### config.mk
export PLATFORM = sky130hd
export DESIGN_NAME = imu_frame_averager
export DESIGN_NICKNAME = d
export VERILOG_FILES = /design/src/rtl/imu_avg_pkg.sv /design/src/rtl/imu_avg_frame_ram.sv /design/src/rtl/imu_frame_averager.sv
export SDC_FILE = /design/constraint.sdc
export NUM_CORES = 1
export LEC_CHECK = 0
export CORE_MARGIN = 2
export CORE_UTILIZATION = 50
export DETAILED_ROUTE_END_ITERATION = 8
export GPL_ROUTABILITY_DRIVEN = 0
export GPL_TIMING_DRIVEN = 0
export PLACE_DENSITY = 0.79
export SKIP_CTS_REPAIR_TIMING = 1
export SLEW_MARGIN = 30
export SYNTH_ARGS = -nofsm -noshare
export SYNTH_HDL_FRONTEND = slang
export SYNTH_SLANG_ARGS = --single-unit
### constraint.sdc
create_clock -name clk -period 6.55 [get_ports clk]
set_clock_uncertainty 0.2 [all_clocks]
set_input_delay 1.6375 -clock clk [delete_from_list [all_inputs] [get_ports clk]]
set_output_delay 1.6375 -clock clk [all_outputs]
set_load 0.05 [all_outputs]
### src/rtl/imu_avg_pkg.sv
// Shared types and constants for the IMU boxcar frame averager.
package imu_avg_pkg;

  typedef enum logic [1:0] {
    IDLE = 2'd0,
    PROC = 2'd1,
    EMIT = 2'd2
  } state_e;

  localparam int NUM_CH    = 6;
  localparam int CH_ACC_X  = 0;
  localparam int CH_ACC_Y  = 1;
  localparam int CH_ACC_Z  = 2;
  localparam int CH_GYRO_X = 3;
  localparam int CH_GYRO_Y = 4;
  localparam int CH_GYRO_Z = 5;

  // A sum of 2^log2_depth samples needs log2_depth extra bits to never overflow.
  function automatic int sum_width(input int data_w, input int log2_depth);
    return data_w + log2_depth;
  endfunction

endpackage

### src/rtl/imu_avg_frame_ram.sv
// Frame history store: DEPTH frames x 6 channels, combinational read, synchronous write.
module imu_avg_frame_ram
  import imu_avg_pkg::*;
#(
  parameter int DATA_W     = 16,
  parameter int LOG2_DEPTH = 3
) (
  input  logic                  clk,
  input  logic                  we_i,
  input  logic [LOG2_DEPTH-1:0] wptr_i,
  input  logic [2:0]            wch_i,
  input  logic [DATA_W-1:0]     wdata_i,
  input  logic [LOG2_DEPTH-1:0] rptr_i,
  input  logic [2:0]            rch_i,
  output logic [DATA_W-1:0]     rdata_o
);

  logic [DATA_W-1:0] mem [2**LOG2_DEPTH][NUM_CH];

  // No reset: entries are only read once the window has been completely refilled.
  always_ff @(posedge clk) begin
    if (we_i) mem[wptr_i][wch_i] <= wdata_i;
  end

  assign rdata_o = mem[rptr_i][rch_i];

endmodule

### src/rtl/imu_frame_averager.sv
// Six-channel moving boxcar average over 2^LOG2_DEPTH frames, one shared adder walking the channels serially.
module imu_frame_averager
  import imu_avg_pkg::*;
#(
  parameter int LOG2_DEPTH = 3,
  parameter int DATA_W     = 16
) (
  input  logic              clk,
  input  logic              reset_n,
  input  logic              clear,
  input  logic              in_valid,
  output logic              in_ready,
  input  logic [DATA_W-1:0] acc_x,
  input  logic [DATA_W-1:0] acc_y,
  input  logic [DATA_W-1:0] acc_z,
  input  logic [DATA_W-1:0] gyro_x,
  input  logic [DATA_W-1:0] gyro_y,
  input  logic [DATA_W-1:0] gyro_z,
  output logic              out_valid,
  input  logic              out_ready,
  output logic [DATA_W-1:0] avg_acc_x,
  output logic [DATA_W-1:0] avg_acc_y,
  output logic [DATA_W-1:0] avg_acc_z,
  output logic [DATA_W-1:0] avg_gyro_x,
  output logic [DATA_W-1:0] avg_gyro_y,
  output logic [DATA_W-1:0] avg_gyro_z,
  output logic              primed,
  output logic [15:0]       drop_count
);

  localparam int SUM_W = sum_width(DATA_W, LOG2_DEPTH);
  localparam logic [LOG2_DEPTH:0]   FILL_FULL = {1'b1, {LOG2_DEPTH{1'b0}}};
  localparam logic [LOG2_DEPTH:0]   FILL_ONE  = 1;
  localparam logic [LOG2_DEPTH-1:0] PTR_ONE   = 1;
  localparam logic [2:0]            CH_LAST   = 3'(CH_GYRO_Z);

  state_e                               state_q, state_d;
  logic [2:0]                           ch_q, ch_d;
  logic [NUM_CH-1:0][DATA_W-1:0]        frame_q, frame_d, frame_in;
  logic [NUM_CH-1:0][SUM_W-1:0]         sum_q, sum_d;
  logic [NUM_CH-1:0][DATA_W-1:0]        avg_q, avg_d;
  logic [LOG2_DEPTH-1:0]                wr_ptr_q, wr_ptr_d;
  logic [LOG2_DEPTH:0]                  fill_q, fill_d;
  logic [15:0]                          drop_q, drop_d;

  logic              mem_we;
  logic [DATA_W-1:0] old_raw;
  logic [SUM_W-1:0]  new_ext, old_ext, sum_upd;

  imu_avg_frame_ram #(
    .DATA_W     (DATA_W),
    .LOG2_DEPTH (LOG2_DEPTH)
  ) u_ram (
    .clk     (clk),
    .we_i    (mem_we),
    .wptr_i  (wr_ptr_q),
    .wch_i   (ch_q),
    .wdata_i (frame_q[ch_q]),
    .rptr_i  (wr_ptr_q),
    .rch_i   (ch_q),
    .rdata_o (old_raw)
  );

  always_comb begin
    frame_in            = '0;
    frame_in[CH_ACC_X]  = acc_x;
    frame_in[CH_ACC_Y]  = acc_y;
    frame_in[CH_ACC_Z]  = acc_z;
    frame_in[CH_GYRO_X] = gyro_x;
    frame_in[CH_GYRO_Y] = gyro_y;
    frame_in[CH_GYRO_Z] = gyro_z;
  end

  // Shared datapath: the sample leaving the window only counts once the window is full.
  assign new_ext = {{LOG2_DEPTH{frame_q[ch_q][DATA_W-1]}}, frame_q[ch_q]};
  assign old_ext = (fill_q == FILL_FULL) ? {{LOG2_DEPTH{old_raw[DATA_W-1]}}, old_raw} : '0;
  assign sum_upd = sum_q[ch_q] + new_ext - old_ext;

  always_comb begin
    state_d  = state_q;
    ch_d     = ch_q;
    frame_d  = frame_q;
    sum_d    = sum_q;
    avg_d    = avg_q;
    wr_ptr_d = wr_ptr_q;
    fill_d   = fill_q;
    drop_d   = drop_q;
    mem_we   = 1'b0;
    if (clear) begin
      state_d  = IDLE;
      ch_d     = '0;
      sum_d    = '0;
      wr_ptr_d = '0;
      fill_d   = '0;
      drop_d   = '0;
    end else begin
      if (in_valid && (state_q != IDLE) && (drop_q != 16'hFFFF)) drop_d = drop_q + 16'd1;
      unique case (state_q)
        IDLE: begin
          if (in_valid) begin
            frame_d = frame_in;
            ch_d    = '0;
            state_d = PROC;
          end
        end
        PROC: begin
          mem_we       = 1'b1;
          sum_d[ch_q]  = sum_upd;
          ch_d         = ch_q + 3'd1;
          if (ch_q == CH_LAST) begin
            ch_d     = '0;
            wr_ptr_d = wr_ptr_q + PTR_ONE;
            if (fill_q != FILL_FULL) fill_d = fill_q + FILL_ONE;
            if (fill_d == FILL_FULL) begin
              state_d = EMIT;
              // Arithmetic shift right by LOG2_DEPTH is just the top DATA_W bits of the sum.
              for (int c = 0; c < NUM_CH; c++) avg_d[c] = sum_d[c][SUM_W-1:LOG2_DEPTH];
            end else begin
              state_d = IDLE;
            end
          end
        end
        EMIT: begin
          if (out_ready) state_d = IDLE;
        end
        default: state_d = IDLE;
      endcase
    end
  end

  always_ff @(posedge clk or negedge reset_n) begin
    if (!reset_n) begin
      state_q  <= IDLE;
      ch_q     <= '0;
      frame_q  <= '0;
      sum_q    <= '0;
      avg_q    <= '0;
      wr_ptr_q <= '0;
      fill_q   <= '0;
      drop_q   <= '0;
    end else begin
      state_q  <= state_d;
      ch_q     <= ch_d;
      frame_q  <= frame_d;
      sum_q    <= sum_d;
      avg_q    <= avg_d;
      wr_ptr_q <= wr_ptr_d;
      fill_q   <= fill_d;
      drop_q   <= drop_d;
    end
  end

  assign in_ready   = (state_q == IDLE);
  assign out_valid  = (state_q == EMIT);
  assign primed     = (fill_q == FILL_FULL);
  assign drop_count = drop_q;
  assign avg_acc_x  = avg_q[CH_ACC_X];
  assign avg_acc_y  = avg_q[CH_ACC_Y];
  assign avg_acc_z  = avg_q[CH_ACC_Z];
  assign avg_gyro_x = avg_q[CH_GYRO_X];
  assign avg_gyro_y = avg_q[CH_GYRO_Y];
  assign avg_gyro_z = avg_q[CH_GYRO_Z];

endmodule

# [After elaboration in Yosys (flattened, before gate mapping)]
# Memory sizes are Yosys's and may differ from the RTL's.
# Index checks and enable logic that the tools add are counted.
[word_totals] reg_bits=334 mem_bits_rw=768 input_bits=101 out_inout_bits=115 wordCells=102 n_memories=1
[op_classes] addsub=6 n_lt_le_gt_ge=4 n_eq_ne=10 mux=41 n_bitwise=2 reduce_logical=15
[mem_list] memory="u_ram.mem" words=8 width=96 rd=1 rd_ports_with_merged_regs=0 write_ports=1 line_no="imu_avg_frame_ram.sv:18" text="logic [DATA_W-1:0] mem [2**LOG2_DEPTH][NUM_CH];"
[op_table] op="2-to-1 mux 114 bit" n=2
[op_table] op="bitwise mux 114 bit" n=1
[op_table] op="binary-select mux 16 bit (select 3 bit)" n=2
[op_table] op="2-to-1 mux 16 bit" n=6
[op_table] op="2-to-1 mux 96 bit" n=1
[op_table] op="binary-select mux 19 bit (select 3 bit)" n=1
[op_table] op="demux 19 bit (select 3 bit)" n=1
[op_table] op="2-to-1 mux 19 bit" n=3
[op_table] op="demux 16 bit (select 3 bit)" n=1
[op_table] op="2-to-1 mux 4 bit" n=7
[op_table] op="adder 19 bit" n=1
[op_table] op="subtractor 19 bit" n=1
[op_table] op="2-to-1 mux 3 bit" n=6
[op_table] op="adder 16 x 1 -> 16 bit (second input constant)" n=1
[op_table] op="!= test 16 bit (second input constant)" n=1
[op_table] op="2-to-1 mux 2 bit" n=5
[op_table] op="== test 4 bit (second input constant)" n=2
[op_table] op="nonzero test 2 bit" n=4
[op_table] op="adder 3 x 1 -> 3 bit (second input constant)" n=2
[op_table] op="!= test 3 bit (second input constant)" n=2
[op_table] op="one-hot mux 2 bit (3 select lines)" n=1
[op_table] op="one-hot mux 3 bit (2 select lines)" n=1
[op_table] op="AND reduction 3 bit" n=2
[op_table] op="adder 4 x 1 -> 4 bit (second input constant)" n=1
[op_table] op="other kinds (17)" n=23

# [Longest topological paths before layout]
[depth] depth_word=10 depth_mapped=25 mapped_depth_nobuf=20

# [Modules after synthesis]
# Synthesis repeated with hierarchy kept, for this count alone.
[unflattened] cells_unflattened=2879 hier_area_um2=45681.3
[modules_own_cells] module="imu_avg_frame_ram" instances=1 cells_each=1236 area_each_um2=29203.0 seq_area_each_um2=23062.1
[modules_own_cells] module="imu_frame_averager" instances=1 cells_each=1643 area_each_um2=16478.3 seq_area_each_um2=8358.0

# [Least setup slack after synthesis]
# OpenSTA, ideal clock, no wires.
[synth_timing] kind="flip-flop to flip-flop" startpoint="register wr_ptr_q[0]" endpoint="register avg_q, in the netlist avg_gyro_z[12]" setup_ns=0.125 arrival_time_ns=4.799 t_required_ns=6.225 slack_ns=1.427 path_stages_with_launch=23 path_buffers=5 period_less_slack_ns=5.123 cell_sequence="dfrtp_1 > buf_6 > buf_4 > buf_4 > and3b_1 > buf_2 > clkbuf_1 > a22oi_1 > nand4_1 > mux4_2 > o21ai_1 > nor2_1 > fa_1 > inv_1 > ha_1 > a21oi_1 > nor2b_1 > o311ai_1 > a31oi_1 > a41o_1 > o41ai_4 > xnor2_1 > mux2_2"
[synth_via] elab_chain_cells=7
[synth_rtl] item="start, declared" line_no="imu_frame_averager.sv:42" text="logic [LOG2_DEPTH-1:0] wr_ptr_q, wr_ptr_d;"
[synth_rtl] item="start signal, assigned" line_no="imu_frame_averager.sv:147" text="wr_ptr_q <= wr_ptr_d;"
[synth_rtl] item="memory read (8 x 96 bit)"
[synth_rtl] item="binary-select mux 16 bit (select 3 bit)" line_no="imu_avg_frame_ram.sv:25" text="assign rdata_o = mem[rptr_i][rch_i];"
[synth_rtl] item="2-to-1 mux 16 bit (implied by the code) (2 in series)" line_no="imu_avg_frame_ram.sv:25"
[synth_rtl] item="2-to-1 mux 19 bit" line_no="imu_frame_averager.sv:76" text="assign old_ext = (fill_q == FILL_FULL) ? {{LOG2_DEPTH{old_raw[DATA_W-1]}}, old_raw} : '0;"
[synth_rtl] item="subtractor 19 bit" line_no="imu_frame_averager.sv:77" text="assign sum_upd = sum_q[ch_q] + new_ext - old_ext;"
[synth_rtl] item="bitwise mux 114 bit" line_no="imu_frame_averager.sv:108" text="sum_d[ch_q] = sum_upd;"
[synth_rtl] item="end signal, assigned" line_no="imu_frame_averager.sv:146" text="avg_q <= avg_d;"
[synth_rtl] item="end, declared" line_no="imu_frame_averager.sv:41" text="logic [NUM_CH-1:0][DATA_W-1:0] avg_q, avg_d;"
# Every way passes these cells. The select of a mux whose other input is x is not followed.
# A chain may end at the register's enable or synchronous reset.

# [Worst setup path after layout]
[layout_timing] startpoint="register wr_ptr_q[1]" endpoint="register avg_q, in the netlist avg_gyro_z[9]"
# The elaborated chain is that of the path after synthesis.

==> metrics.txt <==
worst path required time=6990 ps; Setup WS post-layout=-13.2 ps; clock-pin slew on the worst setup and hold paths=60 ps; Leak=19.1 nW; Routed WL per cell=31.1 µm; worst ir drop on vdd=0.324 mV; Mapped Nets=3145; sequential power share=45.5%; Least-Margin Pin Slew=1060 ps; synthesis warning total=0; worst hold path startpoint=avg_acc_z[6]; post-synthesis sequential area ratio=71.3%; CTS sink count=1102; total negative setup slack=-13.2 ps; Synth Instances=3003; CTS tree=done; critical path arrival=7000 ps; Worst Setup End Kind=flip-flop; switching power share of the total=29.5%; post-synth top area cell=edfxtp_1; top-area cell type share of the netlist area=52.3%; cts bufs inserted=106; clock root cell=clkbuf_16; Row Count=108; worst-skew pair later-pin latency=730 ps; Syn Std Cell Area=44100 µm²; status=finished, violations left; pwr dens=343 nW/µm²; initial core utilization=50.6%; min cycle time layout=6560 ps; count leader, synth=edfxtp_1; vias per cell=6.76; Synth async-reset ratio=30.3%; Bufs on Longest Clock Path=3; DP Area=48900 µm²; share of layout cells above drive strength 1=15.8%; Total GRT Usage=31.2%; Top FF cell, synth=edfxtp_1; via total after detailed routing=31.2k; routed wire length=144000 µm; DRC=0; die height=301 µm; Max-cap violations=0; hold slack=276 ps; top cells by area, synth=edfxtp_1 (52%), dfrtp_1 (19%), a22oi_1 (4.4%), a22o_1 (2.6%), mux2_2 (2.5%); vias in the first global route=30.3k; Final Cycle Share=100%; crit path from=wr_ptr_q[1]; Psw=0.00534 W; Synth cell types=70; Startpoint Class=flip-flop; failing checks=setup timing; # nets final=3508; Core ar.=87000 µm²; largest net degree at the start of global routing=85; Detail Route Antenna Nets=0; Final Power=0.0181 W; relative slew slack=29.6%; Final HPWL DP=95700 µm; Area growth, synth to finish=19.7%; drt first-iter violations=5969; IO buf count=214; Worst Path Max Fanout=11; design area=52800 µm²; synthesized flop and latch total=1102; clock share of power=35.0%; Max Slew Vio Count=0; H-tree levels=3; FF-to-FF Start=wr_ptr_q[1]; Combinational Power Share=19.5%; fmax=0.152 GHz; EDFF count, synth=768; Pre-Repair DR Iteration Count=6; Internal Power=0.0128 W; first-pass GRT wire length=204000 µm; number of setup violations in the final report=1; Boundary Pins=216; synth cell count leaders=edfxtp_1 (768), dfrtp_1 (334), nand2_1 (288), a22oi_1 (260), nor2_1 (196); final hold vios=0; GRT Residual Overflow=0; crit path kind=reg2reg; worst min path class=reg2reg; dpl ws=-918 ps; die extent in x=301 µm; initial antenna violation count=8; Die ar.=90500 µm²; synthesized area per cell=14.7 µm²
power by group through the flow:
stage	logic (W)	registers (W)	clock network (W)
2_1_floorplan	0.00197	0.00831	0
4_1_cts	0.00327	0.00823	0.00631
3_5_place_dp	0.00325	0.00837	0
3_3_place_gp	0.00301	0.00839	0
5_1_grt	0.00366	0.00825	0.00658
6_report	0.00353	0.00823	0.00634
routing by layer:
metal	vias up	track usage, %	wire length, µm
li1	12300	-	-
met1	15300	39.6	47700
met2	3027	47.4	64700
met3	608	8.96	21200
met4	6	19.7	10100
met5	-	0	27
per-stage QoR:
step | cells | utilization, %
4_1_cts | 4611 | 60.3
3_3_place_gp | 4372 | 54.8
5_1_grt | 4619 | 60.7
2_1_floorplan | 3003 | -
6_report | 4619 | 60.7
3_5_place_dp | 4411 | 56.1
cells in the final DEF (no fill, tap or decap), types with 49 or more instances in the layout:
cell type	instances
nand4_1	58
mux2_2	98
dfrtp_1	334
o21ai_0	65
clkdlybuf4s50_1	213
a21oi_1	93
clkbuf_16	106
clkbuf_1	87
nand2_1	288
a22o_1	133
nor2_1	148
nand3_1	52
edfxtp_1	768
a221oi_1	49
mux2i_1	52
a22oi_1	260
critical path, stage by stage (launching register included):
cell	delay, ps
dfrtp_1	460
buf_6	200
clkbuf_4	270
and3b_1	200
buf_2	200
clkbuf_4	270
clkbuf_4	300
a221oi_1	380
nand3_1	150
o21ai_0	330
o21ai_1	210
o21ai_2	290
nor2_1	100
fa_1	500
inv_1	50
ha_1	390
nand4_1	120
nor4b_1	440
or2_2	210
o21a_1	160
o21a_1	140
nor2_1	60
xnor2_2	540
mux2_2	280
area by class of cell:
class	count	area, µm²
well taps	1155	1450
inverters	64	240
diodes	6	15.0
clock buffers	131	2820
flip-flops and latches	1102	31400
clock inverters	69	803
repair buffers	258	2970
fillers	6077	34200
multi-input cells	1650	12100
plain buffers	184	973
sequential cells by signal, summed over array words and instances (netlist names):
signal	count
u_ram.mem	768
sum_q	114
frame_q	96
avg_acc_x	16
avg_acc_y	16
avg_acc_z	16
avg_gyro_x	16
avg_gyro_y	16
avg_gyro_z	16
drop_count	16
fill_q	4
ch_q	3
wr_ptr_q	3
state_q	2
cells by family after synthesis:
group	Yosys count	share of synthesized area, %
AOI/OAI and AO/OA	711	11.6
xor gates and xnor gates	35	0.730
adders and majority gates	41	1.47
buffers and inverters	252	2.39
DFF	1102	71.3
muxes	192	5.77
and+or+nand+nor	670	6.72
final timing paths:
kind / end / slack, ps / cells after the start
setup reg to reg: avg_gyro_z[9] / -10 / 23
hold / removal: avg_acc_z[6] / 280 / 2
min in group asynchronous: avg_acc_x[9] / 650 / 1
setup / recovery: avg_gyro_z[9] / -10 / 23
hold reg to reg: avg_acc_z[6] / 280 / 2
max in group asynchronous: frame_q[3] / 4320 / 3
(Power assumes the default switching activity.)
